File: src/rtl/ysyx_22040759_ifu_pkg.sv
// Shared constants and helpers for the instruction fetch unit.
//   ILEN            instruction word width
//   IFU_XLEN        default address width
//   IFU_RESET_PC    default first fetch address after reset
//   IFU_DEPTH       default credit depth (FIFO entries / outstanding requests)
//   ST_IDLE/ST_RUN  fetch control states
package ysyx_22040759_ifu_pkg;

    localparam int unsigned     ILEN         = 32;
    localparam int unsigned     IFU_XLEN     = 64;
    localparam int unsigned     IFU_DEPTH    = 2;
    localparam logic [63:0]     IFU_RESET_PC = 64'h0000_0000_8000_0000;

    localparam logic [0:0] ST_IDLE = 1'b0;
    localparam logic [0:0] ST_RUN  = 1'b1;

    // Counter width able to hold 0..depth inclusive.
    function automatic int unsigned cnt_width(input int unsigned depth);
        return $clog2(depth + 1);
    endfunction

    // Pointer width for a circular buffer; never narrower than one bit.
    function automatic int unsigned ptr_width(input int unsigned depth);
        return (depth > 1) ? $clog2(depth) : 1;
    endfunction

endpackage

File: src/rtl/ysyx_22040759_ifu_fifo.sv
// Circular buffer with push/pop/flush used for both the instruction FIFO and
// the PC tag queue.
//   clk, rst_n   clock, async active-low reset (storage cleared to zero)
//   push_i       write wdata_i (accepted when not full, or full with pop_i)
//   pop_i        advance the head (ignored when empty)
//   flush_i      discard all contents; wins over push/pop
//   rdata_o      head entry (holds while not popped)
//   count_o      number of valid entries
//   empty_o      no valid entries
//   full_o       DEPTH valid entries
module ysyx_22040759_ifu_fifo
    import ysyx_22040759_ifu_pkg::*;
#(
    parameter int unsigned DEPTH = 2,
    parameter int unsigned WIDTH = 32
) (
    input  logic                           clk,
    input  logic                           rst_n,
    input  logic                           push_i,
    input  logic [WIDTH-1:0]               wdata_i,
    input  logic                           pop_i,
    input  logic                           flush_i,
    output logic [WIDTH-1:0]               rdata_o,
    output logic [cnt_width(DEPTH)-1:0]    count_o,
    output logic                           empty_o,
    output logic                           full_o
);

    localparam int unsigned      CNT_W = cnt_width(DEPTH);
    localparam int unsigned      PTR_W = ptr_width(DEPTH);
    localparam logic [PTR_W-1:0] LAST  = PTR_W'(DEPTH - 1);

    logic [WIDTH-1:0] mem_q [DEPTH];
    logic [PTR_W-1:0] rd_ptr_q, rd_ptr_d;
    logic [PTR_W-1:0] wr_ptr_q, wr_ptr_d;
    logic [CNT_W-1:0] count_q, count_d;
    logic             do_push, do_pop;

    // Pointer and occupancy update.
    always_comb begin
        do_pop   = pop_i & ~flush_i & (count_q != '0);
        do_push  = push_i & ~flush_i & ((count_q != CNT_W'(DEPTH)) | do_pop);
        rd_ptr_d = rd_ptr_q;
        wr_ptr_d = wr_ptr_q;
        count_d  = count_q;
        if (flush_i) begin
            rd_ptr_d = '0;
            wr_ptr_d = '0;
            count_d  = '0;
        end else begin
            if (do_push) begin
                wr_ptr_d = (wr_ptr_q == LAST) ? '0 : wr_ptr_q + PTR_W'(1);
            end
            if (do_pop) begin
                rd_ptr_d = (rd_ptr_q == LAST) ? '0 : rd_ptr_q + PTR_W'(1);
            end
            count_d = count_q + CNT_W'(do_push) - CNT_W'(do_pop);
        end
    end

    // State registers.
    always_ff @(posedge clk or negedge rst_n) begin
        if (!rst_n) begin
            rd_ptr_q <= '0;
            wr_ptr_q <= '0;
            count_q  <= '0;
        end else begin
            rd_ptr_q <= rd_ptr_d;
            wr_ptr_q <= wr_ptr_d;
            count_q  <= count_d;
        end
    end

    // Storage is reset so the head reads zero out of reset.
    always_ff @(posedge clk or negedge rst_n) begin
        if (!rst_n) begin
            for (int unsigned i = 0; i < DEPTH; i++) begin
                mem_q[i] <= '0;
            end
        end else if (do_push) begin
            mem_q[wr_ptr_q] <= wdata_i;
        end
    end

    assign rdata_o = mem_q[rd_ptr_q];
    assign count_o = count_q;
    assign empty_o = (count_q == '0);
    assign full_o  = (count_q == CNT_W'(DEPTH));

endmodule

File: src/rtl/ysyx_22040759_ifu.sv
// Instruction fetch unit: owns the fetch PC, issues in-order fetch requests,
// buffers returned words with their PCs and hands them to decode.
//   clk, rst                    clock, async active-low reset
//   halt                        stop issuing new requests
//   redirect_valid/redirect_pc  restart the fetch stream (low two bits ignored)
//   req_valid/req_ready/req_addr  fetch request port
//   rsp_valid/rsp_data          in-order fetch responses, always accepted
//   inst_valid/inst_ready/inst/inst_pc  instruction stream to decode
module ysyx_22040759_ifu
    import ysyx_22040759_ifu_pkg::*;
#(
    parameter int unsigned     XLEN     = IFU_XLEN,
    parameter logic [XLEN-1:0] RESET_PC = IFU_RESET_PC,
    parameter int unsigned     DEPTH    = IFU_DEPTH
) (
    input  logic             clk,
    input  logic             rst,
    input  logic             halt,
    input  logic             redirect_valid,
    input  logic [XLEN-1:0]  redirect_pc,
    output logic             req_valid,
    input  logic             req_ready,
    output logic [XLEN-1:0]  req_addr,
    input  logic             rsp_valid,
    input  logic [ILEN-1:0]  rsp_data,
    output logic             inst_valid,
    input  logic             inst_ready,
    output logic [ILEN-1:0]  inst,
    output logic [XLEN-1:0]  inst_pc
);

    localparam int unsigned CNT_W = cnt_width(DEPTH);
    localparam int unsigned ENT_W = ILEN + XLEN;

    logic [0:0]       state_q, state_d;
    logic [XLEN-1:0]  fetch_pc_q, fetch_pc_d;
    logic [CNT_W-1:0] outstanding_q, outstanding_d;
    logic [CNT_W-1:0] drop_cnt_q, drop_cnt_d;

    logic             running, credit_ok;
    logic             req_fire, rsp_ok, rsp_drop;
    logic             tag_push, tag_pop, tag_empty, tag_full;
    logic [CNT_W-1:0] tag_count;
    logic [XLEN-1:0]  tag_pc;
    logic             inst_push, inst_pop, inst_empty, inst_full;
    logic [CNT_W-1:0] inst_count;
    logic [ENT_W-1:0] inst_wdata, inst_rdata;

    // Control state: one idle cycle out of reset, then run.
    always_ff @(posedge clk or negedge rst) begin
        if (!rst) begin
            state_q <= ST_IDLE;
        end else begin
            state_q <= state_d;
        end
    end

    // Next state and issue decision; outstanding requests plus buffered
    // words share DEPTH credits so a response always finds a FIFO slot.
    always_comb begin
        state_d   = state_q;
        running   = 1'b0;
        credit_ok = ((CNT_W + 1)'(outstanding_q) + (CNT_W + 1)'(inst_count))
                    < (CNT_W + 1)'(DEPTH);
        case (state_q)
            ST_IDLE: state_d = ST_RUN;
            ST_RUN:  running = 1'b1;
            default: state_d = ST_IDLE;
        endcase
        req_valid = running & ~halt & ~redirect_valid & credit_ok;
    end

    // Handshake qualifiers; a response with nothing outstanding is ignored.
    always_comb begin
        req_fire   = req_valid & req_ready;
        rsp_ok     = rsp_valid & (outstanding_q != '0);
        rsp_drop   = rsp_ok & (drop_cnt_q != '0);
        tag_push   = req_fire;
        tag_pop    = rsp_ok & ~rsp_drop & ~redirect_valid;
        inst_push  = tag_pop;
        inst_pop   = inst_valid & inst_ready & ~redirect_valid;
        inst_wdata = {rsp_data, tag_pc};
    end

    // Fetch PC, outstanding and drop counters; redirect overrides everything.
    always_comb begin
        fetch_pc_d    = fetch_pc_q;
        outstanding_d = outstanding_q + CNT_W'(req_fire) - CNT_W'(rsp_ok);
        drop_cnt_d    = drop_cnt_q;
        if (redirect_valid) begin
            fetch_pc_d = redirect_pc & ~XLEN'(3);
            // Everything still in flight after this cycle belongs to the old stream.
            drop_cnt_d = outstanding_q - CNT_W'(rsp_ok);
        end else begin
            if (req_fire) begin
                fetch_pc_d = fetch_pc_q + XLEN'(4);
            end
            if (rsp_drop) begin
                drop_cnt_d = drop_cnt_q - CNT_W'(1);
            end
        end
    end

    always_ff @(posedge clk or negedge rst) begin
        if (!rst) begin
            fetch_pc_q    <= RESET_PC;
            outstanding_q <= '0;
            drop_cnt_q    <= '0;
        end else begin
            fetch_pc_q    <= fetch_pc_d;
            outstanding_q <= outstanding_d;
            drop_cnt_q    <= drop_cnt_d;
        end
    end

    // PCs of requests whose responses will be kept.
    ysyx_22040759_ifu_fifo #(
        .DEPTH (DEPTH),
        .WIDTH (XLEN)
    ) u_tag_q (
        .clk     (clk),
        .rst_n   (rst),
        .push_i  (tag_push),
        .wdata_i (fetch_pc_q),
        .pop_i   (tag_pop),
        .flush_i (redirect_valid),
        .rdata_o (tag_pc),
        .count_o (tag_count),
        .empty_o (tag_empty),
        .full_o  (tag_full)
    );

    // Returned instruction words with their PCs.
    ysyx_22040759_ifu_fifo #(
        .DEPTH (DEPTH),
        .WIDTH (ENT_W)
    ) u_inst_q (
        .clk     (clk),
        .rst_n   (rst),
        .push_i  (inst_push),
        .wdata_i (inst_wdata),
        .pop_i   (inst_pop),
        .flush_i (redirect_valid),
        .rdata_o (inst_rdata),
        .count_o (inst_count),
        .empty_o (inst_empty),
        .full_o  (inst_full)
    );

    assign req_addr   = fetch_pc_q;
    assign inst_valid = ~inst_empty;
    assign inst       = inst_rdata[ENT_W-1:XLEN];
    assign inst_pc    = inst_rdata[XLEN-1:0];

    // Protocol and bookkeeping invariants.
    a_rsp_no_outstanding: assert property (@(posedge clk) disable iff (!rst)
        !(rsp_valid && outstanding_q == '0));
    a_tag_overflow: assert property (@(posedge clk) disable iff (!rst)
        !(tag_push && tag_full));
    a_tag_underflow: assert property (@(posedge clk) disable iff (!rst)
        !(tag_pop && tag_empty));
    a_inst_overflow: assert property (@(posedge clk) disable iff (!rst)
        !(inst_push && inst_full && !inst_pop));
    a_tag_balance: assert property (@(posedge clk) disable iff (!rst)
        (tag_count + drop_cnt_q) == outstanding_q);

endmodule

File: config.mk
export PLATFORM = sky130hd
export DESIGN_NAME = ysyx_22040759_ifu
export DESIGN_NICKNAME = d
export VERILOG_FILES = /design/src/rtl/ysyx_22040759_ifu_pkg.sv /design/src/rtl/ysyx_22040759_ifu_fifo.sv /design/src/rtl/ysyx_22040759_ifu.sv
export SDC_FILE = /design/constraint.sdc
export NUM_CORES = 1
export LEC_CHECK = 0
export ABC_AREA = 0
export CAP_MARGIN = 20
export CORE_AREA = 4 4 180 182
export DETAILED_ROUTE_END_ITERATION = 6
export DIE_AREA = 0 0 184 186
export PLACE_DENSITY = 0.88
export SLEW_MARGIN = 20
export SYNTH_ARGS = -nofsm -noshare
export SYNTH_HDL_FRONTEND = slang
export SYNTH_SLANG_ARGS = --single-unit
File: constraint.sdc
create_clock -name clk -period 9.4 [get_ports clk]
set_clock_uncertainty 0.15 [all_clocks]
set_input_delay 2.82 -clock clk [delete_from_list [all_inputs] [get_ports clk]]
set_output_delay 2.82 -clock clk [all_outputs]
set_load 0.005 [all_outputs]
Yosys cells after proc, flatten, opt, wreduce, memory -nomap -nowiden --
Cells that the tools add are included.
Word-level totals: bits in registers 397, bits of input ports 103, output and inout port bits 162, logic and storage cells 108
Operators by class: $add $sub $neg 14, magnitude comparators 7, eq/ne operators 2, multiplexer cells 31, bitwise operators 27, reductions and logical operators 13
Operator list (count):
- 64-bit 2-to-1 mux | 6
- 96-bit 2-to-1 mux | 4
- 192-bit bitwise mux | 1
- 128-bit bitwise mux | 1
- 96-bit demux with 1-bit select | 1
- 64-bit by 3-bit adder with 64-bit output, second input constant | 1
- 64-bit demux with 1-bit select | 1
- 2-bit nonzero test | 10
- 1-bit bitwise AND | 17
- 1-bit 2-to-1 mux | 13
- 2-bit >= comparator, second input constant | 4
- 2-bit 2-to-1 mux | 4
- 1-bit inverter with 2-bit output | 4
- 2-bit by 1-bit subtractor with 2-bit output | 4
- 2-bit by 1-bit adder with 2-bit output | 3
- 1-bit adder, second input constant | 4
- 2-bit by 1-bit < comparator with 1-bit output, second input constant | 2
- 2-bit != test, second input constant | 2
- 1-bit inverter | 4
- 2-bit by 2-bit adder with 3-bit output | 1
- 3-bit by 2-bit < comparator with 1-bit output, second input constant | 1
- 1-bit logical AND | 2
- 2-bit logical NOT | 1
- 1-bit bitwise OR | 2
- 2-bit by 1-bit subtractor with 2-bit output, second input constant | 1

Longest topological paths before layout --
depth after elaboration 13, gate-level depth with buffers 14, gate-level depth less buffers 11

Cells and area by module --
From an unflattened synthesis, not the netlist that was laid out.
Unflattened totals: cell total of the unflattened synthesis 1432, area, all modules 19037.0 sq um
Modules (own cells, without submodules):
- ysyx_22040759_ifu_fifo (u_inst_q) | times used 1, cells each 537, area each 8625.8 sq um, seq. area each 4904.7 sq um
- ysyx_22040759_ifu_fifo (u_tag_q) | times used 1, cells each 366, area each 5984.5 sq um, seq. area each 3303.2 sq um
- ysyx_22040759_ifu | times used 1, cells each 529, area each 4426.7 sq um, seq. area each 1677.9 sq um

Least setup slack after synthesis --
No wires, ideal clock.
path kind input to output, from input port redirect_valid, to output port req_valid, arrival 3275 ps, data required time 6430 ps, setup slack 3155 ps, stages on the path 2, path buffers 0, cells stage by stage nor4b_2 > nor2b_1
On the way: longest elaborated chain between the ends 3
RTL lines:
- from (decl) | RTL line ysyx_22040759_ifu.sv:19 | input logic redirect_valid,
- 1-bit inverter | RTL line ysyx_22040759_ifu.sv:70 | req_valid = running & ~halt & ~redirect_valid & credit_ok;
- 1-bit bitwise AND (2 in a row) | RTL line ysyx_22040759_ifu.sv:70
- to (decl) | RTL line ysyx_22040759_ifu.sv:21 | output logic req_valid,
No other way between the ends.

Final worst setup path --
from input port halt, to output port req_valid
On the way: longest elaborated chain between the ends 4
RTL lines:
- from (decl) | RTL line ysyx_22040759_ifu.sv:18 | input logic halt,
- 1-bit inverter | RTL line ysyx_22040759_ifu.sv:70
- 1-bit bitwise AND (3 in a row) | RTL line ysyx_22040759_ifu.sv:70
No other way between the ends.

==> results.py <==
metrics = {
    "run_status": {
        "status": "completed",
    },
    "route": {
        "post_drt_wl_per_cell_um": 21.7,
        "drtIter0Drc": 1253,
        "dr.pass1.iters": 6,
        "dr_total_vias": 13400,
        "via_per_inst": 6.10,
        "drc": 0,
        "antenna_left": 0,
        "routed_wl_um": 47600,
    },
    "setup_path": {
        "critPathKind": "input port to primary output",
        "cp.required_ns": 6.43,
        "critical_path.max_fanout": 3,
        "worstSetupEndpointType": "primary output",
        "cp.arrival_ns": 4.22,
        "crit_path_start_kind": "input port",
    },
    "timing": {
        "hold_viol": 0,
        "slew_viol_final": 0,
        "rsz0062_at_grt": "no",
        "hold_slack_ns": 0.326,
        "finalWorstPathRequiredPeriod_ns": 7.19,
        "final.setup.tns_ns": 0,
        "relSlewSlack": 0.275,
        "setup_violations": 0,
        "worst_pin_slew_ns": 1.08,
        "post-route-period-util": 0.765,
        "max_freq_ghz": 0.139,
    },
    "power_and_ir_drop": {
        "power.density_mw_per_mm2": 266,
        "vdd_ir_drop_max_mv": 0.159,
        "leakagePower_nw": 9.49,
    },
    "clock_tree": {
        "clock-sinks": 387,
        "hold_buffers": 0,
        "cts_buffers": 41,
        "cts_tree": "built",
        "cts_setup_buffers": 0,
        "clk_pin_slew_ns": 0.06,
        "cts.path.max_buffers": 3,
        "cts_root_buffer": "clkbuf_16",
        "h-tree-depth": 2,
        "clock_latency_ns": 0.53,
        "cts_resized": 0,
    },
    "min_path": {
        "hold_class": "flop to flop",
    },
    "floorplanning": {
        "row_count": 64,
        "fp.coreArea_mm2": 0.0306,
        "die_h_um": 186,
        "die_x_um": 184,
        "initial_core_util": 0.584,
        "floorplan.die_area_mm2": 0.0342,
        "ioPinCount": 265,
    },
    "placement": {
        "io_buffers": 258,
        "gp_congestion": 0.932,
        "hpwl_um": 30800,
    },
    "synth": {
        "ys_warn_count": 0,
        "yosysSeqAreaShare": 0.542,
        "synthArstFlopShare": 1.00,
        "synth_edf_count": 0,
        "netlist_instances": 1558,
        "avgSynthCellArea_um2": 11.5,
        "ys_types": 57,
        "synth_area_mm2": 0.0179,
        "synthFlopType": "dfrtp_1",
        "synth.ff_latch_count": 387,
    },
    "grt": {
        "gr-total-overflow": 0,
        "grt_use_total": 0.273,
        "grt_max_degree": 164,
        "grt_pass1_vias": 13600,
        "grt_pass1_wl_um": 74500,
        "antenna_found_initial": 5,
    },
    "layout": {
        "nNetsFinal": 1878,
        "layout-drive-gt1-share": 0.218,
        "layout_common_cells": "dfrtp_1, mux2_2, clkdlybuf4s50_1",
        "utilization": 0.722,
        "syn2layout_area_growth_pct": 23.7,
        "fill_cells": 2046,
        "layout_commonest_cell": "dfrtp_1",
    },
    "job": {
        "drv_cap": 0,
    },
}
## state kept, by name, indices dropped and copies added (netlist names)
| name | flops |
|---|---|
| drop_cnt_q | 2 |
| outstanding_q | 2 |
| req_addr | 62 |
| state_q | 1 |
| u_inst_q.count_o | 2 |
| u_inst_q.mem_q | 188 |
| u_inst_q.rd_ptr_q | 1 |
| u_inst_q.wr_ptr_q | 1 |
| u_tag_q.count_o | 2 |
| u_tag_q.mem_q | 124 |
| u_tag_q.rd_ptr_q | 1 |
| u_tag_q.wr_ptr_q | 1 |
## critical path: stages
cell and delay (ns):
clkdlybuf4s50_1 0.41, nor4b_2 0.30, nor2b_1 0.17, clkdlybuf4s50_1 0.51
## per-layer routing
metal	global-route usage	share of wire	vias to the layer above
met2	0.451	0.48	606
met3	0.0504	0.074	142
met1	0.360	0.40	6659
met4	0.111	0.043	2
li1	-	-	5994
met5	0	0.00019	-
## stage by stage
| stage | cells | setup WS [ns] | total power, mW | area (µm²) |
|---|---|---|---|---|
| finish | 2197 | 2.21 | 5.88 | 22100 |
| detailed placement | 2117 | 2.22 | 4.19 | 20600 |
| global placement | 2117 | 2.22 | 4.08 | 20600 |
| CTS | 2192 | 2.19 | 5.91 | 22100 |
| global route | 2197 | 2.12 | 6.18 | 22100 |
| floorplan | 1561 | 3.15 | 3.29 | 17900 |
## where the power goes
| group | switching [mW] | total [mW] | internal (mW) |
|---|---|---|---|
| combinational | 0.680 | 1.71 | 1.03 |
| sequential | 0.324 | 2.47 | 2.14 |
| clock | 0.662 | 1.70 | 1.03 |
## cells by family (layout without fill, tap and decap cells)
group	Yosys count	in the layout	synth area share
simple gates	421	421	0.117
flops	387	387	0.542
mux	344	344	0.212
compound gates	258	258	0.0845
buf+inv	123	359	0.0301
xor+xnor	13	13	0.00637
fa+ha+maj	10	10	0.00742
other cells	2	9	0.000420
## cells in the mapped netlist, types with 11 or more instances
cell,instances,area share
a21oi_1,85,0.024
a31oi_1,11,0.0039
and3_1,12,0.0042
and4_1,11,0.0054
buf_1,16,0.0034
buf_2,22,0.0062
buf_4,11,0.0046
clkbuf_1,60,0.013
dfrtp_1,386,0.54
inv_1,12,0.0025
mux2_2,279,0.18
mux2i_1,65,0.036
nand2_1,145,0.030
nand3_1,37,0.010
nand4_1,27,0.0095
nor2_1,100,0.021
nor2b_1,13,0.0046
nor3_1,12,0.0034
o211ai_1,18,0.0076
o21ai_0,104,0.029
## cell type report
class | count | area [µm²] | share of cell area
flip-flops and latches | 387 | 9690 | 0.439
multi-input cells | 1051 | 7690 | 0.348
repair buffers | 271 | 2720 | 0.123
clock buffers | 57 | 1240 | 0.0561
well taps | 396 | 495 | 0.0224
clock inverters | 18 | 205 | 0.00929
inverters | 13 | 48.8 | 0.00221
diodes | 4 | 10.0 | 0.000453
## worst paths after layout
kind,start,endpoint,slack [ns],cells after the start
worst max-delay path,halt,req_valid,2.21,4
worst min-delay path,u_inst_q.mem_q[52],u_inst_q.mem_q[52],0.33,2
worst max register to register,outstanding_q[0],u_tag_q.mem_q[76],4.96,11
worst min register to register,u_inst_q.mem_q[52],u_inst_q.mem_q[52],0.33,2
max in group asynchronous,rst,u_inst_q.mem_q[46],5.52,2
min in group asynchronous,rst,u_inst_q.mem_q[184],2.19,1
Note: power is estimated with default switching activity, not from simulation.
